**src/rtl/eth_rx_crc_check_if.sv**
```systemverilog
// MII receive stream and frame-status bundle between the MII sync stage and the RX MAC buffer.
// The master drives the MII nibble stream; the slave is the framer/FCS checker.
interface eth_rx_crc_check_if #(
  parameter int unsigned CNT_W = 11
);
  logic             rx_dv;
  logic             rx_er;
  logic [3:0]       rxd;
  logic [7:0]       rx_byte;
  logic             rx_byte_valid;
  logic             frame_start;
  logic             frame_end;
  logic             crc_ok;
  logic             len_err;
  logic             align_err;
  logic             sym_err;
  logic [CNT_W-1:0] byte_cnt;

  modport master (
    output rx_dv, rx_er, rxd,
    input  rx_byte, rx_byte_valid, frame_start, frame_end,
           crc_ok, len_err, align_err, sym_err, byte_cnt
  );

  modport slave (
    input  rx_dv, rx_er, rxd,
    output rx_byte, rx_byte_valid, frame_start, frame_end,
           crc_ok, len_err, align_err, sym_err, byte_cnt
  );
endinterface

```
**src/rtl/eth_rx_crc_check.sv**
```systemverilog
// MII receive framer: preamble/SFD detection, nibble-to-byte assembly and CRC-32 FCS check
// with CRC, length, alignment and symbol-error status reported at end of frame.
module eth_rx_crc_check #(
  parameter int unsigned MIN_BYTES = 64,
  parameter int unsigned MAX_BYTES = 1518,
  parameter int unsigned CNT_W     = 11
) (
  input logic             clk,
  input logic             rst_n,
  eth_rx_crc_check_if.slave rx
);

  typedef enum logic [1:0] {IDLE, PREAMBLE, DATA, DROP} state_t;

  localparam logic [31:0]      CRC_POLY    = 32'h04C1_1DB7;
  localparam logic [31:0]      CRC_RESIDUE = 32'hC704_DD7B;
  localparam logic [CNT_W-1:0] CNT_SAT     = CNT_W'(MAX_BYTES + 1);
  localparam logic [CNT_W-1:0] LEN_MIN     = CNT_W'(MIN_BYTES);
  localparam logic [CNT_W-1:0] LEN_MAX     = CNT_W'(MAX_BYTES);

  state_t           state;
  logic [31:0]      crc;
  logic [31:0]      crc_nxt;
  logic             phase;
  logic [3:0]       low_nib;
  logic             sym_err_int;
  logic [CNT_W-1:0] cnt;
  logic [7:0]       byte_q;
  logic             byte_vld_q;
  logic             start_q;
  logic             end_q;
  logic             crc_ok_q;
  logic             len_err_q;
  logic             align_err_q;
  logic             sym_err_q;

  // Serial CRC unrolled over one nibble, rxd[0] enters first.
  always_comb begin
    crc_nxt = crc;
    for (int unsigned i = 0; i < 4; i++) begin
      crc_nxt = {crc_nxt[30:0], 1'b0} ^ ((crc_nxt[31] ^ rx.rxd[i]) ? CRC_POLY : '0);
    end
  end

  always_ff @(posedge clk or negedge rst_n) begin
    if (!rst_n) begin
      state       <= IDLE;
      crc         <= '1;
      phase       <= 1'b0;
      low_nib     <= '0;
      sym_err_int <= 1'b0;
      cnt         <= '0;
      byte_q      <= '0;
      byte_vld_q  <= 1'b0;
      start_q     <= 1'b0;
      end_q       <= 1'b0;
      crc_ok_q    <= 1'b0;
      len_err_q   <= 1'b0;
      align_err_q <= 1'b0;
      sym_err_q   <= 1'b0;
    end else begin
      byte_vld_q <= 1'b0;
      start_q    <= 1'b0;
      end_q      <= 1'b0;
      case (state)
        IDLE: begin
          if (rx.rx_dv) state <= (rx.rxd == 4'h5) ? PREAMBLE : DROP;
        end
        PREAMBLE: begin
          if (!rx.rx_dv) begin
            state <= IDLE;
          end else if (rx.rxd == 4'hD) begin
            state       <= DATA;
            crc         <= '1;
            cnt         <= '0;
            phase       <= 1'b0;
            sym_err_int <= 1'b0;
            start_q     <= 1'b1;
            crc_ok_q    <= 1'b0;
            len_err_q   <= 1'b0;
            align_err_q <= 1'b0;
            sym_err_q   <= 1'b0;
          end else if (rx.rxd != 4'h5) begin
            state <= DROP;
          end
        end
        DATA: begin
          if (rx.rx_dv) begin
            crc   <= crc_nxt;
            phase <= ~phase;
            if (rx.rx_er) sym_err_int <= 1'b1;
            if (!phase) begin
              low_nib <= rx.rxd;
            end else begin
              byte_q     <= {rx.rxd, low_nib};
              byte_vld_q <= 1'b1;
              if (cnt != CNT_SAT) cnt <= cnt + 1'b1;
            end
          end else begin
            // Status is judged on the residue left by the final nibble of the frame.
            state       <= IDLE;
            end_q       <= 1'b1;
            crc_ok_q    <= (crc == CRC_RESIDUE);
            align_err_q <= phase;
            len_err_q   <= (cnt < LEN_MIN) || (cnt > LEN_MAX);
            sym_err_q   <= sym_err_int;
          end
        end
        DROP: begin
          if (!rx.rx_dv) state <= IDLE;
        end
        default: state <= IDLE;
      endcase
    end
  end

  assign rx.rx_byte       = byte_q;
  assign rx.rx_byte_valid = byte_vld_q;
  assign rx.frame_start   = start_q;
  assign rx.frame_end     = end_q;
  assign rx.crc_ok        = crc_ok_q;
  assign rx.len_err       = len_err_q;
  assign rx.align_err     = align_err_q;
  assign rx.sym_err       = sym_err_q;
  assign rx.byte_cnt      = cnt;

endmodule

```
**src/flat_wrapper.sv**
```systemverilog
// flat-port wrapper written by rule: the top's interface ports become plain ports
module eth_rx_crc_check_flat 
#(
  parameter int unsigned MIN_BYTES = 64,
  parameter int unsigned MAX_BYTES = 1518,
  parameter int unsigned CNT_W     = 11
)
  (clk, rst_n, rx_rx_dv, rx_rx_er, rx_rxd, rx_rx_byte, rx_rx_byte_valid, rx_frame_start, rx_frame_end, rx_crc_ok, rx_len_err, rx_align_err, rx_sym_err, rx_byte_cnt);
  eth_rx_crc_check_if #(.CNT_W(CNT_W)) rx_i ();
  input logic clk;
  input logic rst_n;
  input wire logic [$bits(rx_i.rx_dv)-1:0] rx_rx_dv;
  input wire logic [$bits(rx_i.rx_er)-1:0] rx_rx_er;
  input wire logic [$bits(rx_i.rxd)-1:0] rx_rxd;
  output wire logic [$bits(rx_i.rx_byte)-1:0] rx_rx_byte;
  output wire logic [$bits(rx_i.rx_byte_valid)-1:0] rx_rx_byte_valid;
  output wire logic [$bits(rx_i.frame_start)-1:0] rx_frame_start;
  output wire logic [$bits(rx_i.frame_end)-1:0] rx_frame_end;
  output wire logic [$bits(rx_i.crc_ok)-1:0] rx_crc_ok;
  output wire logic [$bits(rx_i.len_err)-1:0] rx_len_err;
  output wire logic [$bits(rx_i.align_err)-1:0] rx_align_err;
  output wire logic [$bits(rx_i.sym_err)-1:0] rx_sym_err;
  output wire logic [$bits(rx_i.byte_cnt)-1:0] rx_byte_cnt;
  assign rx_i.rx_dv = rx_rx_dv;
  assign rx_i.rx_er = rx_rx_er;
  assign rx_i.rxd = rx_rxd;
  assign rx_rx_byte = rx_i.rx_byte;
  assign rx_rx_byte_valid = rx_i.rx_byte_valid;
  assign rx_frame_start = rx_i.frame_start;
  assign rx_frame_end = rx_i.frame_end;
  assign rx_crc_ok = rx_i.crc_ok;
  assign rx_len_err = rx_i.len_err;
  assign rx_align_err = rx_i.align_err;
  assign rx_sym_err = rx_i.sym_err;
  assign rx_byte_cnt = rx_i.byte_cnt;
  eth_rx_crc_check #(.MIN_BYTES(MIN_BYTES), .MAX_BYTES(MAX_BYTES), .CNT_W(CNT_W)) u_core (.clk(clk), .rst_n(rst_n), .rx(rx_i));
endmodule
```
**config.mk**
```make
export PLATFORM = sky130hd
export DESIGN_NAME = eth_rx_crc_check_flat
export DESIGN_NICKNAME = d
export VERILOG_FILES = /design/src/rtl/eth_rx_crc_check_if.sv /design/src/rtl/eth_rx_crc_check.sv /design/src/flat_wrapper.sv
export SDC_FILE = /design/constraint.sdc
export NUM_CORES = 1
export LEC_CHECK = 0
export ABC_AREA = 0
export BUFFER_PORTS_ARGS = -buffer_cell sky130_fd_sc_hd__buf_2
export CAP_MARGIN = 25
export CORE_UTILIZATION = 30
export DETAILED_ROUTE_END_ITERATION = 7
export PLACE_DENSITY = 0.52
export RECOVER_POWER = 100
export SLEW_MARGIN = 10
export SYNTH_ARGS = -nofsm -noshare
export SYNTH_HDL_FRONTEND = slang
export SYNTH_SLANG_ARGS = --single-unit
```
**constraint.sdc**
```tcl
create_clock -name clk -period 3.8 [get_ports clk]
set_input_delay 0.76 -clock clk [delete_from_list [all_inputs] [get_ports clk]]
set_output_delay 0.76 -clock clk [all_outputs]
set_load 0.03 [all_outputs]
```
==> results.md <==
- Post-synth ARST share: 100.0%
- Synth Area in Simple Gates: 14.19%
- # rows: 38
- Vias/cell: 4.761
- First-pass DRT Iterations: 4
- Met1 wire length: 3554 µm
- F_max: 360.7 MHz
- Critical Path End Type: flip-flop
- Cells after Synth: 276
- Multi-input combinational cell area: 0.001504 mm²
- WS Path Type: in -> reg
- DR DRC count: 0
- Placed cells: 440
- Cts repair resizes: 0
- CTS buffer count: 9
- Post-CTS Hold Buffers: 0
- Slowest cell delay on critical path: 0.92 ns
- Req. time, crit path: 4.08 ns
- Initial core utilization: 30.75%
- Fin crit period: 2.772 ns
- Detail Placement HPWL: 4645 µm
- RSZ-0062 raised after global routing: false
- Nets: 321
- Cell Pwr Density: 837.1 mW/mm²
- DRT Wirelength: 6861 µm
- Diode count: 0
- # clock sinks: 66
- Actual slew at the worst max-slew pin: 1.819 ns
- Storage cell area: 0.001692 mm²
- GPL Wtd Cong: 0.7441
- Final Max Slew Viols: 35
- Top post-synthesis cells by area: dfrtp_1 26%, dfstp_2 25%, a2bb2oi_2 4.5%
- Non-Filler Instances: 456
- DIE AREA: 0.01154 mm²
- Setup Viol. Count Final: 0
- Startpoint types: input pin
- Failing checks: capacitance limit, slew limit
- Peak supply drop: 229.0 µV
- IO Pins: 34
- Adder-Cell Fraction of Synth Area: 0.7508%
- Routed wire per std cell: 15.05 µm
- Met3 WL: 240 µm
- Worst hold path type: reg -> reg
- Utilization after layout: 34.49%
- Clk buf depth: 2
- Count of cell types in the netlist: 50
- Largest family of logic cells by synthesized area: XOR/XNOR gates
- Mapped Area: 0.003333 mm²
- Ys flop type: dfrtp_1
- Syn Nets: 286
- XOR/XNOR share of the synthesized area: 15.28%
- P_leak: 0.001556 µW
- Fillers: 1110
- IO Port Bufs: 33
- Clock tree root buffer cell: clkbuf_8
- FF+latch count, synth: 66
- Final Cycle Share: 72.95%
- Worst Skew: 0.01025 ns
- Post-synth EDFFs: 0
- Ys Warns: 0
- Max Used Layer: met4
- Status: complete, but fails checks
- Largest net degree at the start of global routing: 35
- Vias in the first global route: 2173
- Register area share after synthesis: 50.75%
- Critical path arrival: 3.05 ns
- CTS tree: done
- Setup bufs post-CTS: 0
- Core area: 0.01084 mm²
- First DRT Iteration DRCs: 159
- Antenna violations before repair: 0
- Largest area contributor in the netlist: dfrtp_1
- Overall Global Routing Usage: 13.17%
- Mux contribution to synthesized area: 2.590%
- Vias: 2171
- Worst-Skew Late Latency: 0.34 ns
- Top-area cell type share of the netlist area: 25.53%
- Hold Slack: 0.4663 ns
- Final ANT Viol Nets: 0
- Synth Area in Compound Gates: 13.70%
- Max-Slew Margin vs Limit: -21.26%
- Synthesis-to-layout area growth: 12.16%
- Layout cell share with drive strength beyond 1: 22.15%
- Die Wd: 107.4 µm
- Max capacitance violation total: 1
- Crit-path slowest cell: nand2_1
- Met2 routed WL: 2949 µm
- H-tree depth: 3
- CP Cell Sequence: clkbuf_1 -> clkinv_1 -> or3_1 -> nand2_1 -> o22a_1
- First-pass GRT wire length: 11590 µm
- Critical Path Fanout Max: 32
- Syn Area/Cell: 12.08 µm²
- Sum Neg Setup Slack: 0 ns
- Final Hold Viols: 0
- Clock slew at reported path FFs: 0.08 ns
- Vert. Die Dim: 107.4 µm
- GRT overflow: 0
-- cell usage in the layout (no fill, tap or decap), drive strengths merged, types with 3 or more instances in the layout --
cell type,n
a21oi,4
a2bb2oi,19
and3,3
and4,4
buf,5
clkbuf,40
clkinv,5
dfrtp,34
dfstp,32
inv,6
mux2,5
mux2i,3
nand2,32
nand3,9
nand4,7
nor2,15
nor2b,3
o21ai,9
o22a,13
or3,4
xnor2,19
xor2,18
-- cell families (layout without fill, tap and decap cells) --
logic type / after synthesis / count (layout)
simple gates: 90 / 90
flops: 66 / 66
compound gates: 51 / 51
xor+xnor: 41 / 41
buf+inv: 18 / 58
mux: 8 / 8
fa+ha+maj: 2 / 2
-- metrics by stage --
step,cell area [µm²],power (µW),worst slack (ns)
floorplan,3333,2336,1.757
CTS,3829,3240,1.531
detailed placement,3627,2620,1.172
global route,3739,3346,0.7140
global placement,3627,2616,1.188
finish,3739,3130,1.028
-- cell type report --
cell class | count | share of cell area [%]
clock inverter | 7 | 2.075
multi-input combinational | 192 | 40.23
inverter | 6 | 0.6024
clock buffer | 9 | 3.313
sequential | 66 | 45.25
tap | 140 | 4.685
timing repair buffer | 36 | 3.849
-- report_power, final --
part	switching (µW)	internal, µW	total (µW)
logic	613	606	1220
clock network	287	307	594
registers	246	1070	1320
-- worst paths after layout --
path                                   start                    to  slack, ns  depth (start not counted)
hold / removal             u_core.low_nib[0]  u_core.rx.rx_byte[0]       0.47                          2
setup reg to reg             u_core.state[1]        u_core.crc[20]       1.27                          4
setup / recovery                    rx_rx_dv        u_core.crc[20]       1.03                          5
min in group asynchronous              rst_n  u_core.rx.rx_byte[0]       0.90                          1
hold reg to reg            u_core.low_nib[0]  u_core.rx.rx_byte[0]       0.47                          2
max in group asynchronous              rst_n          u_core.phase       1.14                          2
-- worst max-delay path, delay by kind of cell --
| family | cells | cell delay [ns] |
|---|---|---|
| AO/OA/AOI/OAI | 1 | 0.28 |
| buffers and inverters | 2 | 0.57 |
| AND/OR/NAND/NOR | 2 | 1.44 |
-- synthesized netlist by cell type, types with 3 or more instances --
cell	number
buf_2	4
mux2_2	4
nand2_1	31
nand3_1	9
xnor2_1	16
nand4_1	7
nor2_1	15
o22a_1	13
dfstp_2	32
inv_1	4
a2bb2oi_2	10
dfrtp_1	34
and3_1	3
or3_1	4
mux2i_1	3
xor2_1	15
a21oi_1	4
clkbuf_1	5
a2bb2oi_1	9
and4_1	4
o21ai_0	9
nor2b_1	3
-- layer usage --
layer  vias to the layer above  track usage, %
li1                       1061               -
met1                      1066           19.61
met2                        34           18.48
met3                        10           2.482
met4                         0           5.479
met5                         -               0
-- registers in the layout, summed over array words and instances (netlist names), 2 cells and up --
name                count
u_core.rx.rx_byte       8
u_core.rx.byte_cnt     11
u_core.state            2
u_core.low_nib          4
u_core.crc             32
No activity file was read; power rests on OpenSTA's default activity.
